**src/rtl/ps2_key_rx_if.sv**
```systemverilog
// PS/2 key receiver bus: raw keyboard pins in, key events out.
// Master drives the pins; slave is the receiver.
interface ps2_key_rx_if;
  logic        ps2_clk;
  logic        ps2_data;
  logic [10:0] ps2_key;
  logic        frame_err;
  logic        busy;

  modport master (
    output ps2_clk, ps2_data,
    input  ps2_key, frame_err, busy
  );

  modport slave (
    input  ps2_clk, ps2_data,
    output ps2_key, frame_err, busy
  );
endinterface

```
**src/rtl/ps2_key_rx.sv**
```systemverilog
// PS/2 device-to-host deframer with prefix folding into ps2_key events.
// Optional PS2_REPEAT_FILTER_EN suppresses repeated identical makes.
module ps2_key_rx #(
  parameter int FILTER_LEN  = 8,
  parameter int TIMEOUT_CYC = 26000
) (
  input logic          clk_sys,
  input logic          reset_n,
  ps2_key_rx_if.slave  bus
);
  localparam int FW = $clog2(FILTER_LEN + 1);
  localparam int TW = $clog2(TIMEOUT_CYC + 1);

  typedef enum logic [1:0] {
    S_IDLE, S_DATA, S_PARITY, S_STOP
  } state_t;

  logic [1:0]    clk_s_q, dat_s_q;
  logic [FW-1:0] clk_n_q, dat_n_q;
  logic          clk_f_q, dat_f_q, clk_fp_q;
  logic          fe;

  state_t        state_q;
  logic [2:0]    bit_q;
  logic [7:0]    sr_q;
  logic          par_q;
  logic          acc_q;
  logic          err_q;
  logic [TW-1:0] to_q;

  logic [10:0]   key_q;
  logic          ext_q, brk_q;
  logic [2:0]    skip_q;
  logic          is_ack;

  always_ff @(posedge clk_sys or negedge reset_n) begin
    if (!reset_n) begin
      clk_s_q  <= 2'b11;
      dat_s_q  <= 2'b11;
      clk_n_q  <= '0;
      dat_n_q  <= '0;
      clk_f_q  <= 1'b1;
      dat_f_q  <= 1'b1;
      clk_fp_q <= 1'b1;
    end else begin
      clk_s_q  <= {clk_s_q[0], bus.ps2_clk};
      dat_s_q  <= {dat_s_q[0], bus.ps2_data};
      clk_fp_q <= clk_f_q;
      if (clk_s_q[1] == clk_f_q) begin
        clk_n_q <= '0;
      end else if (clk_n_q == FW'(FILTER_LEN - 1)) begin
        clk_f_q <= clk_s_q[1];
        clk_n_q <= '0;
      end else begin
        clk_n_q <= clk_n_q + FW'(1);
      end
      if (dat_s_q[1] == dat_f_q) begin
        dat_n_q <= '0;
      end else if (dat_n_q == FW'(FILTER_LEN - 1)) begin
        dat_f_q <= dat_s_q[1];
        dat_n_q <= '0;
      end else begin
        dat_n_q <= dat_n_q + FW'(1);
      end
    end
  end

  assign fe = clk_fp_q & ~clk_f_q;

  always_ff @(posedge clk_sys or negedge reset_n) begin
    if (!reset_n) begin
      state_q <= S_IDLE;
      bit_q   <= '0;
      sr_q    <= '0;
      par_q   <= 1'b0;
      acc_q   <= 1'b0;
      err_q   <= 1'b0;
      to_q    <= '0;
    end else begin
      acc_q <= 1'b0;
      err_q <= 1'b0;
      if (fe) begin
        to_q <= '0;
        unique case (state_q)
          S_IDLE: begin
            if (!dat_f_q) begin
              state_q <= S_DATA;
              bit_q   <= '0;
            end
          end
          S_DATA: begin
            sr_q  <= {dat_f_q, sr_q[7:1]};
            bit_q <= bit_q + 3'd1;
            if (bit_q == 3'd7)
              state_q <= S_PARITY;
          end
          S_PARITY: begin
            par_q   <= dat_f_q;
            state_q <= S_STOP;
          end
          S_STOP: begin
            state_q <= S_IDLE;
            if (dat_f_q && (^{sr_q, par_q}))
              acc_q <= 1'b1;
            else
              err_q <= 1'b1;
          end
          default: state_q <= S_IDLE;
        endcase
      end else if (state_q == S_IDLE) begin
        to_q <= '0;
      end else if (to_q == TW'(TIMEOUT_CYC - 1)) begin
        state_q <= S_IDLE;
        err_q   <= 1'b1;
        to_q    <= '0;
      end else begin
        to_q <= to_q + TW'(1);
      end
    end
  end

  // Host-protocol replies carry no key information
  assign is_ack = (sr_q == 8'hFA) || (sr_q == 8'hAA) ||
                  (sr_q == 8'hEE) || (sr_q == 8'hFE);

`ifdef PS2_REPEAT_FILTER_EN
  logic [8:0] rpt_q;
  logic       rpt_vld_q;
`endif

  always_ff @(posedge clk_sys or negedge reset_n) begin
    if (!reset_n) begin
      key_q     <= '0;
      ext_q     <= 1'b0;
      brk_q     <= 1'b0;
      skip_q    <= '0;
`ifdef PS2_REPEAT_FILTER_EN
      rpt_q     <= '0;
      rpt_vld_q <= 1'b0;
`endif
    end else if (err_q) begin
      ext_q <= 1'b0;
      brk_q <= 1'b0;
    end else if (acc_q) begin
      priority case (1'b1)
        skip_q != 3'd0: skip_q <= skip_q - 3'd1;
        sr_q == 8'hE1:  skip_q <= 3'd7;
        sr_q == 8'hE0:  ext_q  <= 1'b1;
        sr_q == 8'hF0:  brk_q  <= 1'b1;
        is_ack: begin
        end
        default: begin
`ifdef PS2_REPEAT_FILTER_EN
          if (brk_q || !rpt_vld_q || rpt_q != {ext_q, sr_q})
            key_q <= {~key_q[10], ~brk_q, ext_q, sr_q};
          if (brk_q) begin
            rpt_vld_q <= 1'b0;
          end else begin
            rpt_vld_q <= 1'b1;
            rpt_q     <= {ext_q, sr_q};
          end
`else
          key_q <= {~key_q[10], ~brk_q, ext_q, sr_q};
`endif
          ext_q <= 1'b0;
          brk_q <= 1'b0;
        end
      endcase
    end
  end

  assign bus.ps2_key   = key_q;
  assign bus.frame_err = err_q;
  assign bus.busy      = (state_q != S_IDLE);
endmodule

```
**src/flat_wrapper.sv**
```systemverilog
// flat-port wrapper written by rule: the top's interface ports become plain ports
module ps2_key_rx_flat 
#(
  parameter int FILTER_LEN  = 8,
  parameter int TIMEOUT_CYC = 26000
)
  (clk_sys, reset_n, bus_ps2_clk, bus_ps2_data, bus_ps2_key, bus_frame_err, bus_busy);
  ps2_key_rx_if bus_i ();
  input logic clk_sys;
  input logic reset_n;
  input wire logic [$bits(bus_i.ps2_clk)-1:0] bus_ps2_clk;
  input wire logic [$bits(bus_i.ps2_data)-1:0] bus_ps2_data;
  output wire logic [$bits(bus_i.ps2_key)-1:0] bus_ps2_key;
  output wire logic [$bits(bus_i.frame_err)-1:0] bus_frame_err;
  output wire logic [$bits(bus_i.busy)-1:0] bus_busy;
  assign bus_i.ps2_clk = bus_ps2_clk;
  assign bus_i.ps2_data = bus_ps2_data;
  assign bus_ps2_key = bus_i.ps2_key;
  assign bus_frame_err = bus_i.frame_err;
  assign bus_busy = bus_i.busy;
  ps2_key_rx #(.FILTER_LEN(FILTER_LEN), .TIMEOUT_CYC(TIMEOUT_CYC)) u_core (.clk_sys(clk_sys), .reset_n(reset_n), .bus(bus_i));
endmodule
```
**config.mk**
```make
export PLATFORM = sky130hd
export DESIGN_NAME = ps2_key_rx_flat
export DESIGN_NICKNAME = d
export VERILOG_FILES = /design/src/rtl/ps2_key_rx_if.sv /design/src/rtl/ps2_key_rx.sv /design/src/flat_wrapper.sv
export SDC_FILE = /design/constraint.sdc
export NUM_CORES = 1
export LEC_CHECK = 0
export ABC_AREA = 1
export ABC_CLOCK_PERIOD_IN_PS = 2300
export BUFFER_PORTS_ARGS = -buffer_cell sky130_fd_sc_hd__buf_4
export CAP_MARGIN = 20
export CELL_PAD_IN_SITES_DETAIL_PLACEMENT = 0
export CELL_PAD_IN_SITES_GLOBAL_PLACEMENT = 1
export CORE_MARGIN = 2
export CORE_UTILIZATION = 46
export CTS_CLUSTER_SIZE = 40
export DETAILED_ROUTE_END_ITERATION = 10
export GPL_ROUTABILITY_DRIVEN = 0
export PLACE_DENSITY_LB_ADDON = 0.15
export SYNTH_ARGS = -nofsm -noshare
export SYNTH_HDL_FRONTEND = slang
export SYNTH_SLANG_ARGS = --single-unit
```
**constraint.sdc**
```tcl
create_clock -name clk_sys -period 2.3 [get_ports clk_sys]
set_clock_uncertainty 0.15 [all_clocks]
set_input_delay 0.23 -clock clk_sys [delete_from_list [all_inputs] [get_ports clk_sys]]
set_output_delay 0.23 -clock clk_sys [all_outputs]
set_load 0.02 [all_outputs]
```
==> reports/summary.txt <==
Slowest stage delay, CP: 0.37 ns
Drt total wl: 5680 µm
CP bufs+invs: 2
Die height: 87.1 µm
Total track usage: 17.3%
Netlist Area Pre-Place: 0.00318 mm²
Synth top cells by count: 86 x nand2_1, 55 x dfrtp_1, 42 x inv_1, 39 x nor2_1, 26 x nand3_1
Worst setup SP type: register
Port Buffer Count: 16
# diodes: 0
Final net count: 405
Post-synth EDFFs: 0
First-pass GRT wire length: 10,100 µm
# rows: 30
Drc violations: 0
Synth unique cells: 32
Worst EP required: 2.39 ns
Vias: 2,335
PwrDens: 741 mW/mm²
CP delay by family, top: simple AND/OR/NAND/NOR gates
Yosys warnings: 0
Dpl cell area: 0.00335 mm²
Yosys reg bits: 62
Overflow after GRT: 0
Core area: 0.00676 mm²
Root buf cell: clkbuf_8
Slew HR: 48.5%
Leakage Power: 1.70 nW
Kind of critical path: reg2reg
Hold path cells: 0
Setup_tns: 0 ns
Final worst-path setup slack: 0.447 ns
CTS Hold Bufs: 3
Setup bufs post-CTS: 0
Hold WC Path Type: reg2reg
Clock transition at path regs: 0.07 ns
Die X: 87.1 µm
Die area: 0.00759 mm²
Critical Path Slowest Stage Cell: dfrtp_1
Crit path top cell by count: nand2_1
Yosys top cell area share: 43.3%
Main synth FF type: dfrtp_1
Clock Tree Buf Depth: 2
Minimum clock period: 1.85 ns
DR WL/cell: 11.9 µm
Num Clock Sinks: 62
Num CTS Buffers: 9
Largest net degree at the start of global routing: 63
Area contributors post-synth: dfrtp_1 43%, nand2_1 10%, dfstp_2 5.8%
Post-DRT Antenna Nets: 0
Worst skew pair latency: 0.34 ns
Initial antenna violation count: 0
Cell taking the most area after synthesis: dfrtp_1
Syn_area_per_cell: 8.71 µm²
Final hold vios: 0
Pre-CTS setup slack: 0.467 ns
Peak supply drop: 0.352 mV
CTS tree: built
Cells after synthesis: 365
Ys async rst share: 100%
Vias per inst: 4.92
Post-layout util: 53.0%
Status: finished, final reports clean
Worst path depth: 10
CP Data Arrival Time: 1.94 ns
Initial Util: 47.1%
CP max FO: 14
R2R depth: 10
Top-count cell post-synth: nand2_1
RSZ-0062 raised after global routing: false
Post-synthesis sequential area ratio: 49.1%
Crit path cell chain: ha_1 -> nand2_1 -> nor2_4 -> inv_1 -> nor2_1 -> nand2_1 -> nand3_2 -> nor2_1 -> nand2_1 -> inv_1
Share of cells above drive strength 1: 18.2%
Dpl hpwl: 4020 µm
DR pass1 iterations: 4
Vias in the first global route: 2,284
Design Area, Final: 0.00358 mm²
Syn-to-layout area delta: 12.6%
Post-synthesis net count: 380
Final Slew Violations: 0
H-tree depth: 3
F_max: 0.540 GHz
Post-CTS sizing: 0
Slew of the pin with the lowest slew margin: 0.773 ns
Number of DRC markers in iteration 0: 78
Number of setup violations in the final report: 0
Maxcap violations: 0
Crit end category: register
Fin crit share: 80.6%
# IOs: 17
## kinds of logic (layout without fill, tap and decap cells)
logic type               Yosys count  count (layout)  share of synthesized area [%]
AND/OR/NAND/NOR                  194             194                           29.3
flip-flops                        62              62                           49.1
buffers and inverters             53              83                           7.36
AO/OA/AOI/OAI                     36              36                           7.36
adder cells (fa/ha/maj)           11              11                           4.33
XOR/XNOR                           8               8                           2.20
multiplexers                       1               1                          0.354
## worst paths after layout
path                                        startpoint                           endpoint  slack, ns
max                           u_core.to_q[0]$_DFF_PN0_          u_core.to_q[14]$_DFF_PN0_       0.45
min                        u_core.clk_s_q[0]$_DFF_PN1_        u_core.clk_s_q[1]$_DFF_PN1_       0.21
max reg2reg                   u_core.to_q[0]$_DFF_PN0_          u_core.to_q[14]$_DFF_PN0_       0.45
min reg2reg                u_core.clk_s_q[0]$_DFF_PN1_        u_core.clk_s_q[1]$_DFF_PN1_       0.21
max in group asynchronous                      reset_n          u_core.to_q[10]$_DFF_PN0_       1.13
min in group asynchronous                      reset_n  u_core.bus.ps2_key[8]$_DFFE_PN0P_       0.36
## placed cells by master (no fill, tap or decap)
cell,count
nand2_1,86
dfrtp_1,55
inv_1,42
nor2_1,39
nand3_1,26
buf_4,17
o21ai_0,15
o21ai_2,11
ha_1,11
clkbuf_8,11
nand4_1,9
nor3_1,8
a21oi_1,7
dfstp_2,7
inv_2,5
nor2_4,5
nor3b_1,5
xnor2_1,4
xor2_1,4
nand3b_1,3
nand3_2,3
nand2_2,3
clkinv_2,3
dlygate4sd3_1,3
nor2_2,2
a32o_1,2
nor3_4,1
nor3b_2,1
nor4_1,1
and2_1,1
nand3_4,1
mux2_2,1
o31ai_1,1
clkbuf_1,1
bufinv_16,1
## stage by stage
step	hold slack [ns]	total power, W	instances
after global routing	0.209	0.00282	475
final	0.207	0.00265	475
after global placement	0.188	0.00171	456
after CTS	0.207	0.00270	475
after floorplan	-0.216	0.00160	365
after detailed placement	0.190	0.00171	456
## area by class of cell
class,instances,area (µm²)
Clock buffer,12,155
Clock inverter,4,45.0
Fill cell,646,3180
Inverter,47,176
Multi-Input combinational cell,250,1390
Sequential cell,62,1560
Tap cell,80,100
Timing Repair Buffer,20,158
## worst register-to-register path, delay by kind of cell, from the launching register on
family / cells / cell delay [ns]
and+or+nand+nor: 7 / 0.95
DFF: 1 / 0.37
adders and majority gates: 1 / 0.18
buffers and inverters: 2 / 0.11
## registers in the layout (all words and copies together), names as in the netlist, 2 cells and up
signal and count:
u_core.dat_s_q 2, u_core.skip_q 3, u_core.state_q 2, u_core.bit_q 3, u_core.dat_n_q 4, u_core.sr_q 8
u_core.bus.ps2_key 11, u_core.clk_s_q 2, u_core.clk_n_q 4, u_core.to_q 15
## power breakdown
group	internal [W]	switching (W)	total, W
clock network	0.000554	0.000414	0.000968
registers	0.00120	0.0000804	0.00128
logic	0.000134	0.000272	0.000406
## metal layers
layer | up-vias | GRT usage (%) | share of wire [%]
li1 | 1227 | - | -
met1 | 1078 | 20.8 | 48
met2 | 22 | 28.9 | 47
met3 | 8 | 5.50 | 3.1
met4 | 0 | 6.43 | 1.6
met5 | - | 0 | 0
Power figures use the tool's default switching activity.
